**src/rtl/grn_node_pkg.sv**
```systemverilog
`default_nettype none
// ============================================================================
// Module      : grn_node_pkg
// Description : Shared defaults and field-extraction helper for grn_node_mc.
// Revision    : 1.0 - initial release
// ============================================================================
package grn_node_pkg;

    localparam int NCH_DEF   = 2;
    localparam int W_DEF     = 1;
    localparam int DIVW_DEF  = 3;
    localparam int STBW_DEF  = 8;
    localparam int STB_MAX   = (1 << STBW_DEF) - 1;

    // Widest packed vector / field the helper handles
    localparam int VEC_MAXW   = 256;
    localparam int FIELD_MAXW = 64;

    function automatic logic [FIELD_MAXW-1:0] field(
        input logic [VEC_MAXW-1:0] vec,
        input int unsigned         c,
        input int unsigned         width
    );
        logic [VEC_MAXW-1:0]   shifted;
        logic [FIELD_MAXW-1:0] mask;
        shifted = vec >> (c * width);
        mask    = (width >= FIELD_MAXW) ? '1 : ((FIELD_MAXW'(1) << width) - FIELD_MAXW'(1));
        return shifted[FIELD_MAXW-1:0] & mask;
    endfunction

endpackage
`default_nettype wire

```
**src/rtl/grn_node_ch.sv**
```systemverilog
`default_nettype none
// ============================================================================
// Module      : grn_node_ch
// Description : One GRN node state copy: divided commit, stability counter,
//               optional history (GRN_NODE_HISTORY_EN).
// Revision    : 1.0 - initial release
// ============================================================================
module grn_node_ch
    import grn_node_pkg::*;
#(
    parameter int W    = W_DEF,
    parameter int DIVW = DIVW_DEF,
    parameter int STBW = STBW_DEF
) (
    input  logic            clk,
    input  logic            rst,
    input  logic            reset_nos,
    input  logic [W-1:0]    init_state,
    input  logic            start,
    input  logic [DIVW-1:0] div,
    input  logic [W-1:0]    next_state,
    input  logic [STBW-1:0] stable_thr,
    output logic [W-1:0]    s,
    output logic            upd,
`ifdef GRN_NODE_HISTORY_EN
    output logic [W-1:0]    s_prev,
    output logic            changed,
`endif
    output logic            stable
);

    logic [DIVW-1:0] cnt;
    logic [STBW-1:0] stbcnt;
    logic            commit;

    assign commit = start && (cnt == '0);

    always_ff @(posedge clk) begin
        if (rst) begin
            s      <= '0;
            cnt    <= '0;
            stbcnt <= '0;
            upd    <= 1'b0;
        end else if (reset_nos) begin
            s      <= init_state;
            cnt    <= '0;
            stbcnt <= '0;
            upd    <= 1'b0;
        end else if (commit) begin
            s   <= next_state;
            cnt <= div;
            upd <= 1'b1;
            // Saturate rather than wrap so a long-stable copy never looks unstable
            if (next_state == s) begin
                if (stbcnt != '1)
                    stbcnt <= stbcnt + 1'b1;
            end else begin
                stbcnt <= '0;
            end
        end else begin
            if (start)
                cnt <= cnt - 1'b1;
            upd <= 1'b0;
        end
    end

    assign stable = (stable_thr != '0) && (stbcnt >= stable_thr);

`ifdef GRN_NODE_HISTORY_EN
    always_ff @(posedge clk) begin
        if (rst) begin
            s_prev  <= '0;
            changed <= 1'b0;
        end else if (reset_nos) begin
            s_prev  <= init_state;
            changed <= 1'b0;
        end else if (commit) begin
            s_prev  <= s;
            changed <= (next_state != s);
        end else begin
            changed <= 1'b0;
        end
    end
`endif

endmodule
`default_nettype wire

```
**src/rtl/grn_node_mc.sv**
```systemverilog
`default_nettype none
// ============================================================================
// Module      : grn_node_mc
// Description : Multi-copy GRN node; NCH independent copies of grn_node_ch.
//               Optional history outputs under GRN_NODE_HISTORY_EN.
// Revision    : 1.0 - initial release
// ============================================================================
module grn_node_mc
    import grn_node_pkg::*;
#(
    parameter int NCH  = NCH_DEF,
    parameter int W    = W_DEF,
    parameter int DIVW = DIVW_DEF,
    parameter int STBW = STBW_DEF
) (
    input  logic                clk,
    input  logic                rst,
    input  logic                reset_nos,
    input  logic [W-1:0]        init_state,
    input  logic [NCH-1:0]      start,
    input  logic [NCH*DIVW-1:0] div,
    input  logic [NCH*W-1:0]    next_state,
    input  logic [STBW-1:0]     stable_thr,
    output logic [NCH*W-1:0]    s,
    output logic [NCH-1:0]      upd,
`ifdef GRN_NODE_HISTORY_EN
    output logic [NCH*W-1:0]    s_prev,
    output logic [NCH-1:0]      changed,
`endif
    output logic [NCH-1:0]      stable
);

    logic [VEC_MAXW-1:0] div_ext;
    logic [VEC_MAXW-1:0] ns_ext;

    assign div_ext = VEC_MAXW'(div);
    assign ns_ext  = VEC_MAXW'(next_state);

    for (genvar c = 0; c < NCH; c++) begin : g_ch
        logic [DIVW-1:0] div_c;
        logic [W-1:0]    ns_c;
        logic [W-1:0]    s_c;

        assign div_c = DIVW'(field(div_ext, c, DIVW));
        assign ns_c  = W'(field(ns_ext, c, W));
        assign s[c*W +: W] = s_c;

`ifdef GRN_NODE_HISTORY_EN
        logic [W-1:0] s_prev_c;
        assign s_prev[c*W +: W] = s_prev_c;
`endif

        grn_node_ch #(
            .W    (W),
            .DIVW (DIVW),
            .STBW (STBW)
        ) u_ch (
            .clk        (clk),
            .rst        (rst),
            .reset_nos  (reset_nos),
            .init_state (init_state),
            .start      (start[c]),
            .div        (div_c),
            .next_state (ns_c),
            .stable_thr (stable_thr),
            .s          (s_c),
            .upd        (upd[c]),
`ifdef GRN_NODE_HISTORY_EN
            .s_prev     (s_prev_c),
            .changed    (changed[c]),
`endif
            .stable     (stable[c])
        );
    end

endmodule
`default_nettype wire
```
**config.mk**
```make
export PLATFORM = sky130hd
export DESIGN_NAME = grn_node_mc
export DESIGN_NICKNAME = d
export VERILOG_FILES = /design/src/rtl/grn_node_pkg.sv /design/src/rtl/grn_node_ch.sv /design/src/rtl/grn_node_mc.sv
export SDC_FILE = /design/constraint.sdc
export NUM_CORES = 1
export LEC_CHECK = 0
export ABC_AREA = 1
export CAP_MARGIN = 20
export CELL_PAD_IN_SITES_DETAIL_PLACEMENT = 0
export CELL_PAD_IN_SITES_GLOBAL_PLACEMENT = 1
export CORE_MARGIN = 4
export CORE_UTILIZATION = 40
export CTS_CLUSTER_DIAMETER = 80
export CTS_CLUSTER_SIZE = 14
export DETAILED_ROUTE_END_ITERATION = 12
export PLACE_DENSITY_LB_ADDON = 0.1
export SYNTH_ARGS = -nofsm -noshare
export SYNTH_HDL_FRONTEND = slang
export SYNTH_SLANG_ARGS = --single-unit
```
**constraint.sdc**
```tcl
create_clock -name clk -period 4 [get_ports clk]
set_clock_uncertainty 0.15 [all_clocks]
set_input_delay 0.8 -clock clk [delete_from_list [all_inputs] [get_ports clk]]
set_output_delay 0.8 -clock clk [all_outputs]
set_load 0.005 [all_outputs]
```
== Word level (Yosys, flattened, before mapping) ==
Index checks and enable logic that the tools add are counted.

* Register bits: 26
* Input bits: 22
* Output and inout bits: 6
* Word-level logic and storage cells: 48

* $add $sub $neg: 4
* Magnitude comparators: 2
* Equal/unequal tests: 6
* Multiplexer cells: 14
* Reductions and logical operators: 14

{| class="wikitable"
|+ Operators by type and width
! operator !! number
|-
| 8-bit 2-to-1 mux || 4
|-
| 8-bit by 1-bit adder with 8-bit output, second input constant || 2
|-
| 8-bit >= comparator || 2
|-
| 8-bit != test, second input constant || 2
|-
| 3-bit 2-to-1 mux || 4
|-
| 2-bit nonzero test || 4
|-
| 8-bit nonzero test || 1
|-
| 3-bit logical NOT || 2
|-
| 1-bit 2-to-1 mux || 6
|-
| 3-bit by 1-bit subtractor with 3-bit output, second input constant || 2
|-
| 1-bit logical AND || 4
|-
| 2-bit != test, second input constant || 2
|-
| 2-bit AND reduction || 2
|-
| 1-bit equality test || 2
|-
| 2-bit OR reduction || 1
|}

== Longest topological paths before layout ==
* Word-level depth: 4
* Depth in mapped cells: 10
* Mapped depth without buffers: 9

== By module ==
A second synthesis with hierarchy kept.

* Cell total of the unflattened synthesis: 310
* Area, all modules: 2054.5 µm²

{| class="wikitable"
|+ By module, submodules not included
! module !! times used !! cells an instance !! area each (µm²) !! sequential area each (µm²)
|-
| grn_node_ch || 2 || 154 || 1019.7 || 260.2
|-
| grn_node_mc || 1 || 2 || 15.0 || 0.0
|}

== Worst setup path before layout ==
Ideal clock, no wire load.

* Path kind: input to output
* Start point: input stable_thr[7]
* End point: output stable[0]
* Arrival: 1.657 ns
* Required time: 3.050 ns
* Slack: 1.393 ns
* Stages: 10
* Path buffers: 1
* Cells stage by stage: inv_1 -> ha_1 -> nand2_1 -> inv_1 -> nor2_1 -> o21a_1 -> nand3_1 -> nand2_1 -> inv_1 -> buf_4

* Cells in the longest elaborated chain, start to end: 2
* Elaborated cells between the ends (all ways): 3
* Classes of those cells: 1 x order compare; 2 x reduce/logical

{| class="wikitable"
|+ Ends and longest elaborated chain
! item !! line !! RTL
|-
| start, declared || grn_node_mc.sv:23 || <nowiki>input logic [STBW-1:0] stable_thr,</nowiki>
|-
| 8-bit >= comparator or 8-bit nonzero test (tied branches) || grn_node_ch.sv:67 || <nowiki>assign stable = (stable_thr != '0) && (stbcnt >= stable_thr);</nowiki>
|-
| 1-bit logical AND * || grn_node_ch.sv:67 ||
|-
| end, declared || grn_node_mc.sv:30 || <nowiki>output logic [NCH-1:0] stable</nowiki>
|}

Mark *: on every way between the ends. The rest lies on a longest branch, timed or not.

== Final worst setup path ==
* Start point: input stable_thr[3]
* End point: output stable[0]

Same word-level chain as after synthesis.

==> results.ini <==
[outcome]
outcome = completed

[cells_and_area]
seq_area_um2 = 520
final_nets = 363
fin_area_um2 = 2290
area_delta_synth_final_pct = 18.1
stdcell_count = 385
n_antenna_cell = 0
multi_input_area_um2 = 1160
drive_above_1_share_pct = 7.23
n_fill_cell = 493

[routing]
post_drt_via_cell_ratio = 4.57
wl_per_cell_um = 10.6
dr_wl_met2_um = 1800
wl_met1_um = 2080
ant_nets = 0
routed_wl_um = 4090
dr.pass1.iters = 4
drtIter0Drc = 44
detailroute.wirelength.met3_um = 176
drc = 0
vias = 1761
top_layer = met4

[timing]
rsz0062_at_grt = no
period_needed_ns = 3.54
max_slew_margin_pct = 66.1
setup_viol = 0
tightest_slew_ns = 0.507
max_freq_mhz = 282
finalCritPeriodShare_pct = 88.6
tns_ns = 0
final_hold_viol_count = 0
timing.final.max_slew_violations = 0

[power_and_ir_drop]
clockPowerShare_pct = 30.9
p_sw_share_pct = 27.1
totalPowerFinal_mw = 0.552
p_seq_share_pct = 48.8
switchingPower_mw = 0.149
comb_power_share_pct = 20.3
p_leak_nw = 1.03
p_int_mw = 0.403
power.density_nw_per_um2 = 241
vdd_drop_max_uv = 148

[synth]
synth_seq_cells = 26
yosysTopAreaCell = dfxtp_1
yosys.area.top_type_share_pct = 26.9
synth_seq_area_share_pct = 26.9
syn_area_per_cell_um2 = 6.57
syn-num-nets = 339
synth_area_um2 = 1940
ys_types = 29
synthCells = 295
ys_top_cells_by_area = dfxtp_1 27%, ha_1 14%, nand2_1 14%, inv_1 8.3%, nor2_1 7.2%
yosys_warnings = 0

[floorplan]
fp.coreArea_um2 = 4720
rows = 25
die_w_um = 77.6
start_util_pct = 41.0
dieArea_um2 = 6020
fp.dieH_um = 77.6
ios = 28

[cts]
cts_tree = built
post_cts_resized = 0
path_clk_slew_ns = 0.09
cts.sinks = 26
clk_latency_ns = 0.27
cts_made_buffers = 3
htree_levels = 1
cts_buffer_depth = 2
post-cts-setup-buffers = 0
cts_hold_buffers = 0
root_buffer = clkbuf_8

[worst_setup_path]
critPathLaunchType = input pin
cp_max_fo = 3
required_ns = 3.05
cp.arrival_ns = 2.59
crit_type = input pin to output pin
end_kind = output pin

[run]
drv_cap = 0

[placed_design]
place_area_um2 = 2230
io_buffers = 27
dp_cells = 381
globalplace.congestion = 0.801
dp_hpwl_um = 3280

[hold_path]
hold_class = flop to flop

[global_routing]
overflow = 0
antenna_found_initial = 0
grt_pass1_vias = 1670
track_usage_pct = 14.5
grt_pass1_wl_um = 7250
grt_max_degree = 17

[cell usage after synthesis]
cell       n
nand2_1   72
inv_1     43
nor2_1    37
dfxtp_1   26
a21oi_1   24
ha_1      22
o21ai_0   19
nand3_1   10
buf_4      6
nor2_2     5
inv_2      4
nand4_1    4
o21bai_1   4
buf_2      2
nand3_2    2
o21a_1     2
a21oi_2    1
a31oi_1    1
buf_6      1
clkinv_1   1
inv_4      1
nand2_2    1
nand2_4    1
nand3b_1   1
nor2_4     1
nor3_4     1
nor3b_2    1
o21ai_1    1
xnor2_1    1
[final timing paths]
check	startpoint	end	slack, ns	cells after the start
setup / recovery	stable_thr[3]	stable[0]	0.46	10
hold / removal	g_ch[0].u_ch.stbcnt[6]$_SDFFE_PP0P_	g_ch[0].u_ch.stbcnt[6]$_SDFFE_PP0P_	0.35	2
setup reg to reg	g_ch[1].u_ch.cnt[0]$_SDFFE_PP0P_	g_ch[1].u_ch.stbcnt[2]$_SDFFE_PP0P_	2.19	9
hold reg to reg	g_ch[0].u_ch.stbcnt[6]$_SDFFE_PP0P_	g_ch[0].u_ch.stbcnt[6]$_SDFFE_PP0P_	0.35	2
[power by group through the flow]
stage	registers (mW)	clock network (mW)	logic, mW
after floorplan	0.274	0	0.0738
after global placement	0.275	0	0.113
after detailed placement	0.275	0	0.113
after CTS	0.270	0.184	0.113
after global routing	0.271	0.193	0.129
final	0.269	0.171	0.112
[through the flow]
| stage | util, % | hold slack [ns] | setup WS (ns) |
|---|---|---|---|
| 6_report | 48.5 | 0.347 | 0.455 |
| 5_1_grt | 48.5 | 0.383 | 0.290 |
| 4_1_cts | 48.5 | 0.353 | 0.447 |
| 3_5_place_dp | 47.3 | 0.337 | 0.456 |
| 3_3_place_gp | 47.3 | 0.326 | 0.472 |
| 2_1_floorplan | - | 0.305 | 1.39 |
[registers in the layout (all words and copies together), names as in the netlist]
signal            flops
g_ch.u_ch.cnt         6
g_ch.u_ch.s           2
g_ch.u_ch.stbcnt     16
g_ch.u_ch.upd         2
[area by class of cell]
cell class,instances,share of cell area (%)
multi-input combinational,211,50.9
clock buffer,4,2.41
tap,67,3.66
timing repair buffer,28,12.1
inverter,49,8.15
sequential,26,22.7
[critical path, cell delays in order]
cell,delay [ns]
clkdlybuf4s50_1,0.46
inv_1,0.08
ha_1,0.31
nand2_1,0.06
o21ai_0,0.17
nand2_1,0.07
nand3_1,0.07
nand2_1,0.05
inv_1,0.04
clkdlybuf4s50_1,0.48
[metal layers]
metal | track usage [%] | up-vias
met5 | 0 | -
met4 | 3.20 | 0
met3 | 2.55 | 4
met2 | 24.1 | 31
met1 | 19.5 | 742
li1 | - | 984
[logic make-up (layout without fill, tap and decap cells)]
logic type / Yosys count / count (layout) / share of synthesized area [%]
and+or+nand+nor: 136 / 136 / 31.0
buffers and inverters: 58 / 81 / 13.0
AOI/OAI and AO/OA: 52 / 52 / 14.5
DFF: 26 / 26 / 26.9
adders and majority gates: 22 / 22 / 14.2
xor gates and xnor gates: 1 / 1 / 0.452
[layout by cell type (no fill, tap or decap)]
cell type        count
a31oi_1              1
nand2_1             72
clkinv_1             1
nand3b_1             1
inv_1               43
a21oi_2              1
clkbuf_8             4
clkdlybuf4s50_1     27
nand3_2              2
nor2_4               1
buf_4                1
ha_1                22
inv_4                1
nand2_4              1
nor2_1              37
nand3_1             10
nand4_1              4
o21a_1               2
dfxtp_1             26
nor2_2               5
nand2_2              1
o21ai_0             19
xnor2_1              1
a21oi_1             24
nor3_4               1
o21bai_1             4
o21ai_1              1
nor3b_2              1
inv_2                4
(Power assumes the default switching activity.)
